[src/rtl/rotate_cmd_sequencer_if.sv]
// Signal bundle between the rotate command sequencer, its upstream producer,
// the combinational rotate shifter and the downstream result consumer.
interface rotate_cmd_sequencer_if #(
  parameter int AW = 2
);
  logic          in_valid;
  logic          in_ready;
  logic [7:0]    in_a;
  logic [2:0]    in_amt;
  logic          in_lr;

  logic [7:0]    sh_a;
  logic [2:0]    sh_amt;
  logic          sh_lr;
  logic [7:0]    sh_y;

  logic          out_valid;
  logic          out_ready;
  logic [7:0]    out_y;

  logic [AW:0]   level;

  // Environment side: produces commands, hosts the shifter, consumes results.
  modport master (
    output in_valid, in_a, in_amt, in_lr, sh_y, out_ready,
    input  in_ready, sh_a, sh_amt, sh_lr, out_valid, out_y, level
  );

  // Sequencer side.
  modport slave (
    input  in_valid, in_a, in_amt, in_lr, sh_y, out_ready,
    output in_ready, sh_a, sh_amt, sh_lr, out_valid, out_y, level
  );
endinterface

[src/rtl/rotate_cmd_sequencer.sv]
// Command FIFO plus IDLE/DRIVE/HOLD sequencer that wraps the combinational
// rotate shifter with registered inputs, a registered result and flow control.
module rotate_cmd_sequencer #(
  parameter int DEPTH = 4,
  parameter int AW    = 2
) (
  input  logic                   clk,
  input  logic                   rst_n,
  rotate_cmd_sequencer_if.slave  bus
);

  localparam int          EW   = 12;
  localparam logic [AW:0] FULL = (AW+1)'(DEPTH);

  typedef enum logic [1:0] {
    IDLE  = 2'd0,
    DRIVE = 2'd1,
    HOLD  = 2'd2
  } state_e;

  state_e          state_q, state_d;
  logic [AW-1:0]   wr_ptr_q, wr_ptr_d;
  logic [AW-1:0]   rd_ptr_q, rd_ptr_d;
  logic [AW:0]     level_q, level_d;
  logic [EW-1:0]   mem_q [DEPTH];

  logic [7:0]      sh_a_q, sh_a_d;
  logic [2:0]      sh_amt_q, sh_amt_d;
  logic            sh_lr_q, sh_lr_d;
  logic [7:0]      out_y_q, out_y_d;
  logic            out_valid_q, out_valid_d;

  logic            in_ready;
  logic            push;
  logic            pop;
  logic [EW-1:0]   wr_entry;
  logic [EW-1:0]   head;

  // Readiness comes from the registered level only, so a full FIFO never
  // accepts a command even in a cycle where the sequencer pops.
  assign in_ready = (level_q != FULL);
  assign push     = bus.in_valid && in_ready;
  assign wr_entry = {bus.in_a, bus.in_amt, bus.in_lr};
  assign head     = mem_q[rd_ptr_q];

  always_ff @(posedge clk) begin
    if (push) begin
      mem_q[wr_ptr_q] <= wr_entry;
    end
  end

  always_comb begin
    wr_ptr_d = wr_ptr_q;
    rd_ptr_d = rd_ptr_q;
    level_d  = level_q;
    if (push) begin
      wr_ptr_d = wr_ptr_q + 1'b1;
    end
    if (pop) begin
      rd_ptr_d = rd_ptr_q + 1'b1;
    end
    case ({push, pop})
      2'b10:   level_d = level_q + 1'b1;
      2'b01:   level_d = level_q - 1'b1;
      default: level_d = level_q;
    endcase
  end

  always_comb begin
    state_d     = state_q;
    pop         = 1'b0;
    sh_a_d      = sh_a_q;
    sh_amt_d    = sh_amt_q;
    sh_lr_d     = sh_lr_q;
    out_y_d     = out_y_q;
    out_valid_d = out_valid_q;
    case (state_q)
      IDLE: begin
        if (level_q != '0) begin
          pop                          = 1'b1;
          {sh_a_d, sh_amt_d, sh_lr_d}  = head;
          state_d                      = DRIVE;
        end
      end
      DRIVE: begin
        // sh_* have been stable for this whole cycle, so sh_y has settled.
        out_y_d     = bus.sh_y;
        out_valid_d = 1'b1;
        state_d     = HOLD;
      end
      HOLD: begin
        if (bus.out_ready) begin
          out_valid_d = 1'b0;
          state_d     = IDLE;
        end
      end
      default: begin
        out_valid_d = 1'b0;
        state_d     = IDLE;
      end
    endcase
  end

  always_ff @(posedge clk or negedge rst_n) begin
    if (!rst_n) begin
      state_q     <= IDLE;
      wr_ptr_q    <= '0;
      rd_ptr_q    <= '0;
      level_q     <= '0;
      sh_a_q      <= '0;
      sh_amt_q    <= '0;
      sh_lr_q     <= 1'b0;
      out_y_q     <= '0;
      out_valid_q <= 1'b0;
    end else begin
      state_q     <= state_d;
      wr_ptr_q    <= wr_ptr_d;
      rd_ptr_q    <= rd_ptr_d;
      level_q     <= level_d;
      sh_a_q      <= sh_a_d;
      sh_amt_q    <= sh_amt_d;
      sh_lr_q     <= sh_lr_d;
      out_y_q     <= out_y_d;
      out_valid_q <= out_valid_d;
    end
  end

  assign bus.in_ready  = in_ready;
  assign bus.sh_a      = sh_a_q;
  assign bus.sh_amt    = sh_amt_q;
  assign bus.sh_lr     = sh_lr_q;
  assign bus.out_valid = out_valid_q;
  assign bus.out_y     = out_y_q;
  assign bus.level     = level_q;

endmodule

[src/flat_wrapper.sv]
// flat-port wrapper written by rule: the top's interface ports become plain ports
module rotate_cmd_sequencer_flat 
#(
  parameter int DEPTH = 4,
  parameter int AW    = 2
)
  (clk, rst_n, bus_in_valid, bus_in_a, bus_in_amt, bus_in_lr, bus_sh_y, bus_out_ready, bus_in_ready, bus_sh_a, bus_sh_amt, bus_sh_lr, bus_out_valid, bus_out_y, bus_level);
  rotate_cmd_sequencer_if #(.AW(AW)) bus_i ();
  input  logic clk;
  input  logic rst_n;
  input wire logic [$bits(bus_i.in_valid)-1:0] bus_in_valid;
  input wire logic [$bits(bus_i.in_a)-1:0] bus_in_a;
  input wire logic [$bits(bus_i.in_amt)-1:0] bus_in_amt;
  input wire logic [$bits(bus_i.in_lr)-1:0] bus_in_lr;
  input wire logic [$bits(bus_i.sh_y)-1:0] bus_sh_y;
  input wire logic [$bits(bus_i.out_ready)-1:0] bus_out_ready;
  output wire logic [$bits(bus_i.in_ready)-1:0] bus_in_ready;
  output wire logic [$bits(bus_i.sh_a)-1:0] bus_sh_a;
  output wire logic [$bits(bus_i.sh_amt)-1:0] bus_sh_amt;
  output wire logic [$bits(bus_i.sh_lr)-1:0] bus_sh_lr;
  output wire logic [$bits(bus_i.out_valid)-1:0] bus_out_valid;
  output wire logic [$bits(bus_i.out_y)-1:0] bus_out_y;
  output wire logic [$bits(bus_i.level)-1:0] bus_level;
  assign bus_i.in_valid = bus_in_valid;
  assign bus_i.in_a = bus_in_a;
  assign bus_i.in_amt = bus_in_amt;
  assign bus_i.in_lr = bus_in_lr;
  assign bus_i.sh_y = bus_sh_y;
  assign bus_i.out_ready = bus_out_ready;
  assign bus_in_ready = bus_i.in_ready;
  assign bus_sh_a = bus_i.sh_a;
  assign bus_sh_amt = bus_i.sh_amt;
  assign bus_sh_lr = bus_i.sh_lr;
  assign bus_out_valid = bus_i.out_valid;
  assign bus_out_y = bus_i.out_y;
  assign bus_level = bus_i.level;
  rotate_cmd_sequencer #(.DEPTH(DEPTH), .AW(AW)) u_core (.clk(clk), .rst_n(rst_n), .bus(bus_i));
endmodule
[config.mk]
export PLATFORM = sky130hd
export DESIGN_NAME = rotate_cmd_sequencer_flat
export DESIGN_NICKNAME = d
export VERILOG_FILES = /design/src/rtl/rotate_cmd_sequencer_if.sv /design/src/rtl/rotate_cmd_sequencer.sv /design/src/flat_wrapper.sv
export SDC_FILE = /design/constraint.sdc
export NUM_CORES = 1
export LEC_CHECK = 0
export ABC_AREA = 0
export CAP_MARGIN = 20
export CORE_ASPECT_RATIO = 0.7
export CORE_MARGIN = 3
export CORE_UTILIZATION = 55
export CTS_BUF_LIST = sky130_fd_sc_hd__clkbuf_8
export CTS_CLUSTER_SIZE = 12
export DETAILED_ROUTE_END_ITERATION = 8
export PLACE_DENSITY = 0.84
export SETUP_SLACK_MARGIN = 0.1
export SYNTH_ARGS = -nofsm -noshare
export SYNTH_HDL_FRONTEND = slang
export SYNTH_SLANG_ARGS = --single-unit
[constraint.sdc]
create_clock -name clk -period 2.5 [get_ports clk]
set_input_delay 0.5 -clock clk [delete_from_list [all_inputs] [get_ports clk]]
set_output_delay 0.5 -clock clk [all_outputs]
set_load 0.005 [all_outputs]
==> Word level (Yosys, flattened, before mapping) <==
Memories as Yosys holds them, arrays and structs flattened. A register that Yosys moved wholly into a read port is not among the register bits.
Cells that the tools add are included.
{ "totals": {"register_bits": 18, "ram_bits": 48, "input_bits": 24, "output_inout_bits": 25, "mem_count": 1} }
{ "classes": {"addsub": 4, "eq_ne": 7, "mux": 10, "n_bitwise": 1, "reduce_logical": 8} }
{ "memory_table": {"columns": ["name", "depth", "word_bits", "rd", "rd_ports_with_merged_regs", "wr", "line_no", "rtl"], "rows": [
  ["u_core.mem_q", 4, 12, 1, 1, 1, "rotate_cmd_sequencer.sv:25", "logic [EW-1:0] mem_q [DEPTH];"]
]} }
{ "ops": {"columns": ["op", "count"], "rows": [
  ["$pmux 2 s3", 1],
  ["$pmux 3 s2", 1],
  ["$reduce_and 2->1", 3],
  ["$mux 1", 5],
  ["$add 2x1->2 const B", 2],
  ["$eq 2x1->1 const B", 2],
  ["$eq 2x2->1 const B", 2],
  ["$mux 2", 2],
  ["$add 3x1->3 const B", 1],
  ["$ne 3x3->1 const B", 1],
  ["$pmux 1 s3", 1],
  ["$reduce_bool 3->1", 1],
  ["$sub 3x1->3 const B", 1],
  ["$logic_not 2->1", 1],
  ["$ne 2x1->1 const B", 1],
  ["$ne 2x2->1 const B", 1],
  ["$reduce_bool 2->1", 1],
  ["$logic_and 1x1->1", 1],
  ["$logic_not 1->1", 1],
  ["$not 1->1", 1]
]} }

==> Depth between registers and ports, before layout <==
{ "depth": {"word_depth": 5, "mapped_depth": 9, "depth_no_buf": 9} }

==> Least setup slack after synthesis <==
No wires, ideal clock.
{ "synth_timing": {"path_type": "flip-flop to flip-flop", "start": "register u_core.level_q[0], in the netlist u_core.bus.level[0]", "end": "register u_core.level_q[2], in the netlist u_core.bus.level[2]", "arrival_ps": 2032, "required_ps": 2421, "slack_ps": 389, "stages_incl_launch_ff": 10, "synth_period_minus_slack_ps": 2111, "cell_sequence": "dfrtp_1 -> or3b_4 -> and2_4 -> inv_1 -> ha_1 -> inv_1 -> fa_1 -> xor2_1 -> nor2_1 -> xor2_1"} }
{ "synth_between": {"word_cells_on_any_way": 11, "cone_classes": "add/sub: 2; eq/ne: 3; mux: 3; reduce/logical: 3"} }
{ "synth_lines": {"columns": ["element", "line_no", "rtl"], "rows": [
  ["start, declared", "rotate_cmd_sequencer.sv:24", "logic [AW:0] level_q, level_d;"],
  ["start signal, assigned", "rotate_cmd_sequencer.sv:119", "level_q <= level_d;"],
  ["$ne 3x3->1 (*)", "rotate_cmd_sequencer.sv:41", "assign in_ready = (level_q != FULL);"],
  ["via bus_in_ready", "flat_wrapper.sv:17", "output wire logic [$bits(bus_i.in_ready)-1:0] bus_in_ready;"],
  ["$logic_and 1x1->1 (*)", "rotate_cmd_sequencer.sv:42", "assign push = bus.in_valid && in_ready;"],
  ["$eq 2x1->1 or $eq 2x2->1 (tied branches)", "rotate_cmd_sequencer.sv:62", "case ({push, pop})"],
  ["$pmux 3 s2 or $reduce_bool 2->1 (tied branches)", null, null]
]} }
Mark *: on every way through the listed nets, which the timed path passes. The rest lies on a longest branch.
A chain may end at the register's enable or synchronous reset.

==> Worst setup path after layout <==
{ "layout_timing": {"start": "register u_core.level_q[0], in the netlist u_core.bus.level[0]", "end": "register u_core.level_q[2], in the netlist u_core.bus.level[2]"} }
{ "layout_between": {"elab_chain_cells": 5, "word_cells_on_any_way": 11, "cone_classes": "add/sub: 2; eq/ne: 3; mux: 3; reduce/logical: 3"} }
{ "layout_lines": {"columns": ["element", "line_no", "rtl"], "rows": [
  ["$reduce_bool 3->1", "rotate_cmd_sequencer.sv:79", "if (level_q != '0) begin"],
  ["$mux 1", "rotate_cmd_sequencer.sv:79", null],
  ["$mux 1", "rotate_cmd_sequencer.sv:77", "case (state_q)"],
  ["$eq 2x1->1 or $eq 2x2->1 (tied branches)", "rotate_cmd_sequencer.sv:62", null],
  ["$pmux 3 s2 or $reduce_bool 2->1 (tied branches)", null, null]
]} }
Several ways; a longest one is shown, not always the timed one.

==> flow_metrics.tcl <==
set metrics [dict create \
    grt_pass1_wl_um 8424 \
    critPathLaunchType "flip-flop" \
    grt_max_degree 31 \
    critPathRequiredTime_ns 2.77 \
    setup_slack_ns 0.2821 \
    antenna_found_initial 0 \
    syn_area_mm2 0.003070 \
    synth_top_family_by_area "multiplexers" \
    synth_edf_count 48 \
    arrival_ns 2.49 \
    synthSimpleGateAreaFrac 0.03056 \
    cts_setup_buffers 0 \
    viasPerCell 5.275 \
    crit_start "u_core.bus.level[0]$_DFFE_PN0P_" \
    syn_nets 181 \
    synth_top_area_frac 0.4694 \
    clockBufferDepth 2 \
    finalCritPeriodShare 0.8871 \
    vdd_drop_max_mv 0.6653 \
    crit_path_max_incr_delay_ns 0.45 \
    dieArea_mm2 0.006529 \
    ant_nets 0 \
    start_util 0.5780 \
    synth-xor-area-share 0.01711 \
    synth_fa_ha_area_frac 0.02689 \
    place_congestion 0.7602 \
    critPathSlowestCell "or3b_4" \
    drc 0 \
    die_width_um 95.31 \
    ys_types 28 \
    p_per_area_mw_per_mm2 1237 \
    hpwlAfterDp_um 3578 \
    placed_area_mm2 0.003630 \
    drive_gt1_frac 0.2419 \
    worstPathMaxFanout 6 \
    r2r_slack_ns 0.28 \
    overflow 0 \
    tightest_slew_ns 0.8212 \
    routed_wl_um 5273 \
    io_buffers 48 \
    postLayoutCellArea_mm2 0.003821 \
    synth_seq_cells 78 \
    fin_tns_setup_ns 0 \
    synth_compound_area_frac 0.006520 \
    clockRootBuffer "clkbuf_8" \
    timing.rr.end "u_core.bus.level[2]$_DFFE_PN0P_" \
    nets 240 \
    wl_per_cell_um 18.37 \
    p_total_mw 4.729 \
    critPathCaptureType "flip-flop" \
    clock_skew_ns 0.009389 \
    cp_cell_sequence "or3b_4 -> and2_4 -> inv_1 -> ha_1 -> inv_1 -> fa_1 -> xor2_1 -> nor2_1 -> xor2_1" \
    clk_pin_slew_ns 0.07 \
    hold_depth 1 \
    dr.pass1.iters 4 \
    finalNonFillerCells 287 \
    crit_type "flip-flop to flip-flop" \
    area_delta_synth_final_pct 24.45 \
    setup_viol 0 \
    pin_count 49 \
    rsz0062_at_grt "no" \
    fmax_ghz 0.4509 \
    cts-hold-fix-buffers 0 \
    post-route-util 0.7193 \
    hp-start "u_core.bus.out_y[4]$_DFFE_PN0P_" \
    synth_mux_area_frac 0.1817 \
    synth_cells 151 \
    finalCriticalPeriod_ns 2.218 \
    whs_ns 0.4903 \
    hp-class "flip-flop to flip-flop" \
    antennaDiodeCount 0 \
    worstSkewPairLatency_ns 0.35 \
    cts_resized 0 \
    reg2reg_from "u_core.bus.level[0]$_DFFE_PN0P_" \
    first_iter_violations 123 \
    maxSlewViolCount 0 \
    synth_most_common_cell "edfxtp_1" \
    syn_avg_cell_area_um2 20.33 \
    synthFlopType "edfxtp_1" \
    yosysWarnings 0 \
    chipHeight_um 68.51 \
    synthTopCellsByArea "edfxtp_1 (47%), dfrtp_1 (24%), mux4_2 (7.3%)" \
    pre_cts_slack_ns 0.1945 \
    fill_cells 316 \
    maxSlewHeadroom 0.4514 \
    synth_top_cell_by_area "edfxtp_1" \
    cts_buffers 9 \
    status "complete, no violations" \
    core_area_mm2 0.005313 \
    place_inst 271 \
    maxCapViolations 0 \
    grt_pass1_vias 1613 \
    grt_usage 0.1875 \
    netlist_top_cells_count "edfxtp_1 (48), dfrtp_1 (30), mux4_2 (10)" \
    num_vias 1514 \
    rows 22 \
    p_leak_nw 1.460 \
    cts_tree "built" \
    seq_area_frac_synth 0.7139 \
    holdPathEnd "u_core.bus.out_y[4]$_DFFE_PN0P_" \
    cts_sinks 78 \
    hold_viol_final 0 \
    ff2ff_path_depth 9 \
    h-tree-depth 3 \
    async_flop_share 0.3846 \
]
[worst max path at each step]
stage / endpoint / slack, ns / depth (start not counted)
finish: u_core.bus.level[2]$_DFFE_PN0P_ / 0.28 / 9
global route: u_core.bus.level[2]$_DFFE_PN0P_ / 0.14 / 9
CTS: u_core.bus.level[2]$_DFFE_PN0P_ / 0.26 / 9
detailed placement: u_core.bus.level[2]$_DFFE_PN0P_ / 0.19 / 9
global placement: u_core.bus.level[2]$_DFFE_PN0P_ / 0.28 / 9
floorplan: u_core.bus.level[2]$_DFFE_PN0P_ / 0.39 / 9
[critical path: cells and delay by family (launching register included)]
family,cells,cell delay (ns)
xor gates and xnor gates,2,0.30
adders and majority gates,2,0.55
buffers and inverters,2,0.12
DFF,1,0.44
and+or+nand+nor,3,0.75
[routing by layer]
| metal | GRT usage | part of all wire | vias up |
|---|---|---|---|
| li1 | - | - | 696 |
| met1 | 0.2308 | 0.42 | 769 |
| met2 | 0.2990 | 0.51 | 39 |
| met3 | 0.08785 | 0.053 | 10 |
| met4 | 0.05935 | 0.017 | 0 |
| met5 | 0 | 0 | - |
[report_power, final]
part | switching (mW) | internal [mW]
Combinational | 0.646 | 1.10
Sequential | 0.277 | 1.81
Clock | 0.439 | 0.455
Total | 1.36 | 3.37
[area by class of cell]
cell class,instances,area [um2],share of cell area
Multi-Input combinational cell,62,807.0,0.2112
Timing Repair Buffer,53,518.0,0.1356
Inverter,6,22.52,0.005894
Tap cell,72,90.09,0.02358
Clock buffer,9,123.9,0.03242
Sequential cell,78,2192,0.5737
Clock inverter,7,67.56,0.01768
[cells in the final DEF, fill, tap and decap left out]
cell,netlist,final
mux2_2,9,9
a21o_1,1,1
inv_1,6,7
o21a_1,1,1
clkinv_2,0,2
nor3_2,2,2
xnor2_1,3,3
xor2_1,3,3
mux2i_1,1,1
and3_1,4,4
mux2_4,9,9
dfrtp_1,30,30
nor3_1,1,1
or4b_1,1,1
mux2_1,3,3
bufinv_16,0,1
clkbuf_8,0,9
nor2_1,2,2
edfxtp_1,48,48
mux4_1,2,2
clkinv_4,0,1
ha_1,5,5
mux4_2,10,10
clkinvlp_4,0,2
o21ai_0,1,1
clkdlybuf4s50_1,0,48
fa_1,1,1
buf_4,1,5
or3b_4,1,1
and2_4,1,1
nor2b_1,1,1
[registers in the layout (all words and copies together) (netlist names)]
register and cells:
u_core.mem_q 48, u_core.bus.out_y 8, u_core.bus.sh_a 8, u_core.bus.level 3
u_core.bus.sh_amt 3, u_core.rd_ptr_q 2, u_core.state_q 2, u_core.wr_ptr_q 2
u_core.bus.out_valid 1, u_core.bus.sh_lr 1
[kinds of logic (layout without fill, tap and decap cells)]
group                      count (synthesis)  after routing
AOI/OAI and AO/OA                          3              3
DFF                                       78             78
buffers and inverters                     11             75
adders and majority gates                  6              6
muxes                                     34             34
and+or+nand+nor                           13             13
xor gates and xnor gates                   6              6
Note: power is estimated with default switching activity, not from simulation.
